<file path="src/rtl/dsm_sample_sequencer.sv">
// dsm_sample_sequencer: first-order delta-sigma loop that holds each handshaked sample for OSR steps
module dsm_sample_sequencer #(
  parameter int DATA_WIDTH = 4,
  parameter int ADDITIONAL_DELTA_WIDTH = 1,
  parameter int FEEDBACK_MAG = 1,
  parameter int ACC_WIDTH = 8,
  parameter int OSR = 8
) (
  input  logic                  i_clk,
  input  logic                  i_rst,
  input  logic                  i_enable,
  input  logic                  i_clear_flags,
  input  logic                  i_tick,
  input  logic [DATA_WIDTH-1:0] i_data,
  input  logic                  i_data_valid,
  output logic                  o_data_ready,
  output logic                  o_bit,
  output logic                  o_bit_valid,
  output logic                  o_busy,
  output logic                  o_underrun,
  output logic                  o_sat
);
  localparam int DLW = DATA_WIDTH + ADDITIONAL_DELTA_WIDTH;
  localparam int CW = $clog2(OSR);
  localparam logic [CW-1:0] LAST = CW'(OSR - 1);
  localparam logic [DLW-1:0] FB = DLW'(FEEDBACK_MAG);
  localparam logic [1:0] IDLE = 2'd0;
  localparam logic [1:0] WAIT = 2'd1;
  localparam logic [1:0] RUN = 2'd2;

  logic [1:0] state_q, state_d;
  logic [DATA_WIDTH-1:0] hold_q, hold_d, buf_q, buf_d;
  logic buf_full_q, buf_full_d;
  logic [CW-1:0] cnt_q, cnt_d;
  logic [ACC_WIDTH-1:0] acc_q, acc_d, acc_new;
  logic q_q, q_d, bit_q, bit_d, bit_valid_q, bit_valid_d;
  logic underrun_q, underrun_d, sat_q, sat_d;
  logic hs, step, win_end, clamp, unr_set;
  logic [DLW-1:0] delta;
  logic [ACC_WIDTH:0] sum;

  assign o_data_ready = state_q == WAIT || (state_q == RUN && !buf_full_q);
  assign o_busy = state_q != IDLE;
  assign o_bit = bit_q;
  assign o_bit_valid = bit_valid_q;
  assign o_underrun = underrun_q;
  assign o_sat = sat_q;
  assign hs = i_data_valid && o_data_ready;
  assign step = state_q == RUN && i_tick;
  assign win_end = step && cnt_q == LAST;
  assign delta = {{ADDITIONAL_DELTA_WIDTH{hold_q[DATA_WIDTH-1]}}, hold_q} - (q_q ? FB : -FB);
  assign sum = {acc_q[ACC_WIDTH-1], acc_q} + {{(ACC_WIDTH + 1 - DLW){delta[DLW-1]}}, delta};
  // the extra sum bit disagrees with the acc sign bit exactly when the result left the acc range
  assign clamp = sum[ACC_WIDTH] ^ sum[ACC_WIDTH-1];
  assign acc_new = clamp ? {sum[ACC_WIDTH], {(ACC_WIDTH - 1){~sum[ACC_WIDTH]}}} : sum[ACC_WIDTH-1:0];

  always_comb begin
    state_d = state_q;
    hold_d = hold_q;
    buf_d = buf_q;
    buf_full_d = buf_full_q;
    cnt_d = cnt_q;
    acc_d = step ? acc_new : acc_q;
    q_d = step ? ~acc_new[ACC_WIDTH-1] : q_q;
    bit_d = step ? ~acc_new[ACC_WIDTH-1] : bit_q;
    bit_valid_d = step;
    unr_set = 1'b0;
    if (state_q == IDLE) begin
      state_d = i_enable ? WAIT : IDLE;
    end else if (state_q == WAIT) begin
      if (hs) begin
        hold_d = i_data;
        cnt_d = '0;
        state_d = RUN;
      end
    end else if (state_q == RUN) begin
      if (hs) begin
        buf_d = i_data;
        buf_full_d = 1'b1;
      end
      if (step) cnt_d = win_end ? '0 : cnt_q + 1'b1;
      if (win_end) begin
        if (!i_enable) begin
          state_d = IDLE;
          acc_d = '0;
          q_d = 1'b0;
          buf_d = '0;
          buf_full_d = 1'b0;
        end else if (buf_full_q) begin
          hold_d = buf_q;
          buf_full_d = 1'b0;
        end else if (hs) begin
          hold_d = i_data;
          buf_full_d = 1'b0;
        end else begin
          unr_set = 1'b1;
        end
      end
    end
    underrun_d = unr_set || (underrun_q && !i_clear_flags);
    sat_d = (step && clamp) || (sat_q && !i_clear_flags);
  end

  always_ff @(posedge i_clk or posedge i_rst) begin
    if (i_rst) begin
      state_q <= IDLE;
      hold_q <= '0;
      buf_q <= '0;
      buf_full_q <= 1'b0;
      cnt_q <= '0;
      acc_q <= '0;
      q_q <= 1'b0;
      bit_q <= 1'b0;
      bit_valid_q <= 1'b0;
      underrun_q <= 1'b0;
      sat_q <= 1'b0;
    end else begin
      state_q <= state_d;
      hold_q <= hold_d;
      buf_q <= buf_d;
      buf_full_q <= buf_full_d;
      cnt_q <= cnt_d;
      acc_q <= acc_d;
      q_q <= q_d;
      bit_q <= bit_d;
      bit_valid_q <= bit_valid_d;
      underrun_q <= underrun_d;
      sat_q <= sat_d;
    end
  end
endmodule

</file>
<file path="config.mk">
export PLATFORM = sky130hd
export DESIGN_NAME = dsm_sample_sequencer
export DESIGN_NICKNAME = d
export VERILOG_FILES = /design/src/rtl/dsm_sample_sequencer.sv
export SDC_FILE = /design/constraint.sdc
export NUM_CORES = 1
export LEC_CHECK = 0
export CORE_MARGIN = 3
export CORE_UTILIZATION = 60
export CTS_CLUSTER_SIZE = 8
export DETAILED_ROUTE_END_ITERATION = 6
export PLACE_DENSITY = 0.87
export SLEW_MARGIN = 10
export SYNTH_ARGS = -nofsm -noshare
export SYNTH_HDL_FRONTEND = slang
export SYNTH_SLANG_ARGS = --single-unit
</file>
<file path="constraint.sdc">
create_clock -name i_clk -period 4.5 [get_ports i_clk]
set_input_delay 0.45 -clock i_clk [delete_from_list [all_inputs] [get_ports i_clk]]
set_output_delay 0.45 -clock i_clk [all_outputs]
set_load 0.005 [all_outputs]
</file>
==> metrics.txt <==
# IOs=16; die footprint=3680 um^2; post-synthesis cell count=182; dominant synthesized flop cell=dfrtp_1; Worst-path clk slew=0.15 ns; H-tree depth=1; nets@finish=between 200 and 250; Sink Count=27; Vias per Instance=approximately 6.3; post-route cell area=1970 um^2; crit end category=flop; register bit total from synthesis=27; antenna diode count=0; worst hold path class=reg -> reg; Final Hold Fails=0; DR WL/cell=16.2 um; ys async rst share=between 90% and 100%; r2r setup slk=1.14 ns; Max FO, Critical Path=5; DRC viols=0; row count=19; RSZ-0062 raised after global routing=false; Vias=1439; vias in the first global route=1486; Area contributors post-synth=dfrtp_1 38%, ha_1 13%, o21ai_0 3.9%; Setup Buffers After CTS=0; die width=60.7 um; Worst EP required=4.75 ns; final WL=3.69 mm; ANT nets after route=0; initial antenna violation count=0; final worst path period share=roughly three quarters; Seq/Total Area, Yosys=roughly 38%; Post-CTS Resized=0; Period minus WS final=3.36 ns; min-delay src=cnt_q[2]; Reg-to-Reg Start=hold_q[0]; synth cell count leaders=27 x dfrtp_1, 18 x ha_1, 17 x nand2_1; CTS buffer count=3; hold slack=0.530 ns; synthesized net count=about 210; Final Max Slew Viols=0; Avg Synthesized Cell Area=9.85 um^2; I/O Buffers=15; critical path endpoint=acc_q[5]; max-cap viol count=0; Longest Clk Path Bufs=2; outcome=finished clean; die span in y=60.7 um; number of synthesized flops with an enable pin=0; CTS Hold Bufs=0; Multi-input gate area=1030 um^2; area leader, netlist=dfrtp_1; R2R depth=11; Clk Tree Root Cell=clkbuf_4; r2r endpoint=acc_q[5]; Mapped Area=between 1500 and 2000 um^2; Setup Viol. Count Final=0; Fill cells=215; clk_lat worst skew=0.33 ns; synth warn=0; Crit path arrival time=3.62 ns; most frequent cell after synthesis=dfrtp_1; Crit Path Category=reg -> reg; Core Box Area=2810 um^2; sum of negative setup slack=0 ns; grt ovf=0; Yosys top cell area share=a little under two fifths; placed cell areas=roughly 1900 um^2; Reg area=approximately 680 um^2; Setup Skew=0.00362 ns; first-iteration detailed-routing DRC count=84; P&R area growth vs syn=10.1%; number of distinct library cells after synthesis=42; GRT Overall Usage=a little under a quarter; first-pass GRT wire length=6.48 mm; share of post-route cells with drive strength above 1=8.63%; pin count of the biggest net entering global routing=28; Rel. slew slack=32.9%; Pre-antenna DRT Iters=5; beginning of the critical path=hold_q[0]; Critical Path Source Type=flop; Fmax=about 300 MHz; TritonCTS clock tree=built; Starting Density=63.9%; hpwl dp=roughly 2.8 mm; Worst Tran Pin Value=1.01 ns; hold depth=2; Routability Congestion=around 0.90
sequential cells by signal, summed over array words and instances (netlist names):
signal,flops
o_bit_valid,1
q_q,1
o_bit,1
acc_q,8
hold_q,4
state_q,2
o_sat,1
buf_full_q,1
cnt_q,3
buf_q,4
o_underrun,1
per-layer routing:
metal	GRT usage, %	vias to the layer above	wire length [um]
li1	-	686	-
met1	29.5	696	1570
met2	40.6	44	1860
met3	2.34	13	131
met4	10.8	0	122
met5	0	-	0
critical path, cell delays in order, from the launching register on:
cell	delay (ns)
dfrtp_1	0.46
fa_1	0.47
nand2_1	0.08
nand3_1	0.07
o22ai_1	0.34
ha_1	0.40
a21o_1	0.22
a22oi_1	0.20
o31ai_1	0.15
or2_1	0.32
maj3_2	0.33
a211oi_1	0.23
cell type report:
class                      count  share of cell area [%]
sequential                    27                    34.2
tap                           31                    1.96
inverter                      12                    2.28
timing repair buffer          16                    7.98
clock buffer                   3                    1.14
multi-input combinational    138                    52.2
clock inverter                 1                   0.253
cells by family (layout without fill, tap and decap cells):
group / count (synthesis) / in the layout / synth area share (%)
and+or+nand+nor: 44 / 44 / 11.9
adders and majority gates: 24 / 24 / 17.3
buffers and inverters: 17 / 32 / 4.88
xor gates and xnor gates: 8 / 8 / 3.91
DFF: 27 / 27 / 37.7
AOI/OAI and AO/OA: 61 / 61 / 23.7
muxes: 1 / 1 / 0.628
worst min-delay path by stage:
| stage | endpoint | slack (ns) |
|---|---|---|
| final | cnt_q[2] | 0.53 |
| after global routing | o_sat | 0.55 |
| after CTS | buf_q[2] | 0.53 |
| after detailed placement | buf_q[2] | 0.49 |
| after global placement | cnt_q[1] | 0.47 |
| after floorplan | cnt_q[1] | 0.45 |
per-stage QoR:
step | std cells | utilization, % | worst slack (ns)
after detailed placement | 224 | 69.4 | 1.24
final | 228 | 70.4 | 1.14
after CTS | 228 | 70.4 | 1.21
after global routing | 228 | 70.4 | 0.887
after floorplan | 182 | - | 1.51
after global placement | 224 | 69.4 | 1.44
cell usage in the layout (no fill, tap or decap), types with 3 or more instances in the layout:
| cell type | netlist | final |
|---|---|---|
| xnor2_1 | 5 | 5 |
| clkdlybuf4s50_1 | 0 | 15 |
| ha_1 | 18 | 18 |
| o211ai_1 | 3 | 3 |
| nor2_1 | 11 | 11 |
| a21o_1 | 5 | 5 |
| nand2b_1 | 3 | 3 |
| nand2_1 | 17 | 17 |
| dfrtp_1 | 27 | 27 |
| a22oi_1 | 4 | 4 |
| maj3_2 | 4 | 4 |
| a22o_1 | 6 | 6 |
| xor2_1 | 3 | 3 |
| o21ai_0 | 14 | 14 |
| a21oi_1 | 12 | 12 |
| inv_1 | 12 | 12 |
| a211oi_1 | 5 | 5 |
| clkbuf_4 | 0 | 3 |
Power is not shown: default switching activity piles up to over one toggle a cycle in this logic, so the estimate is an artifact.
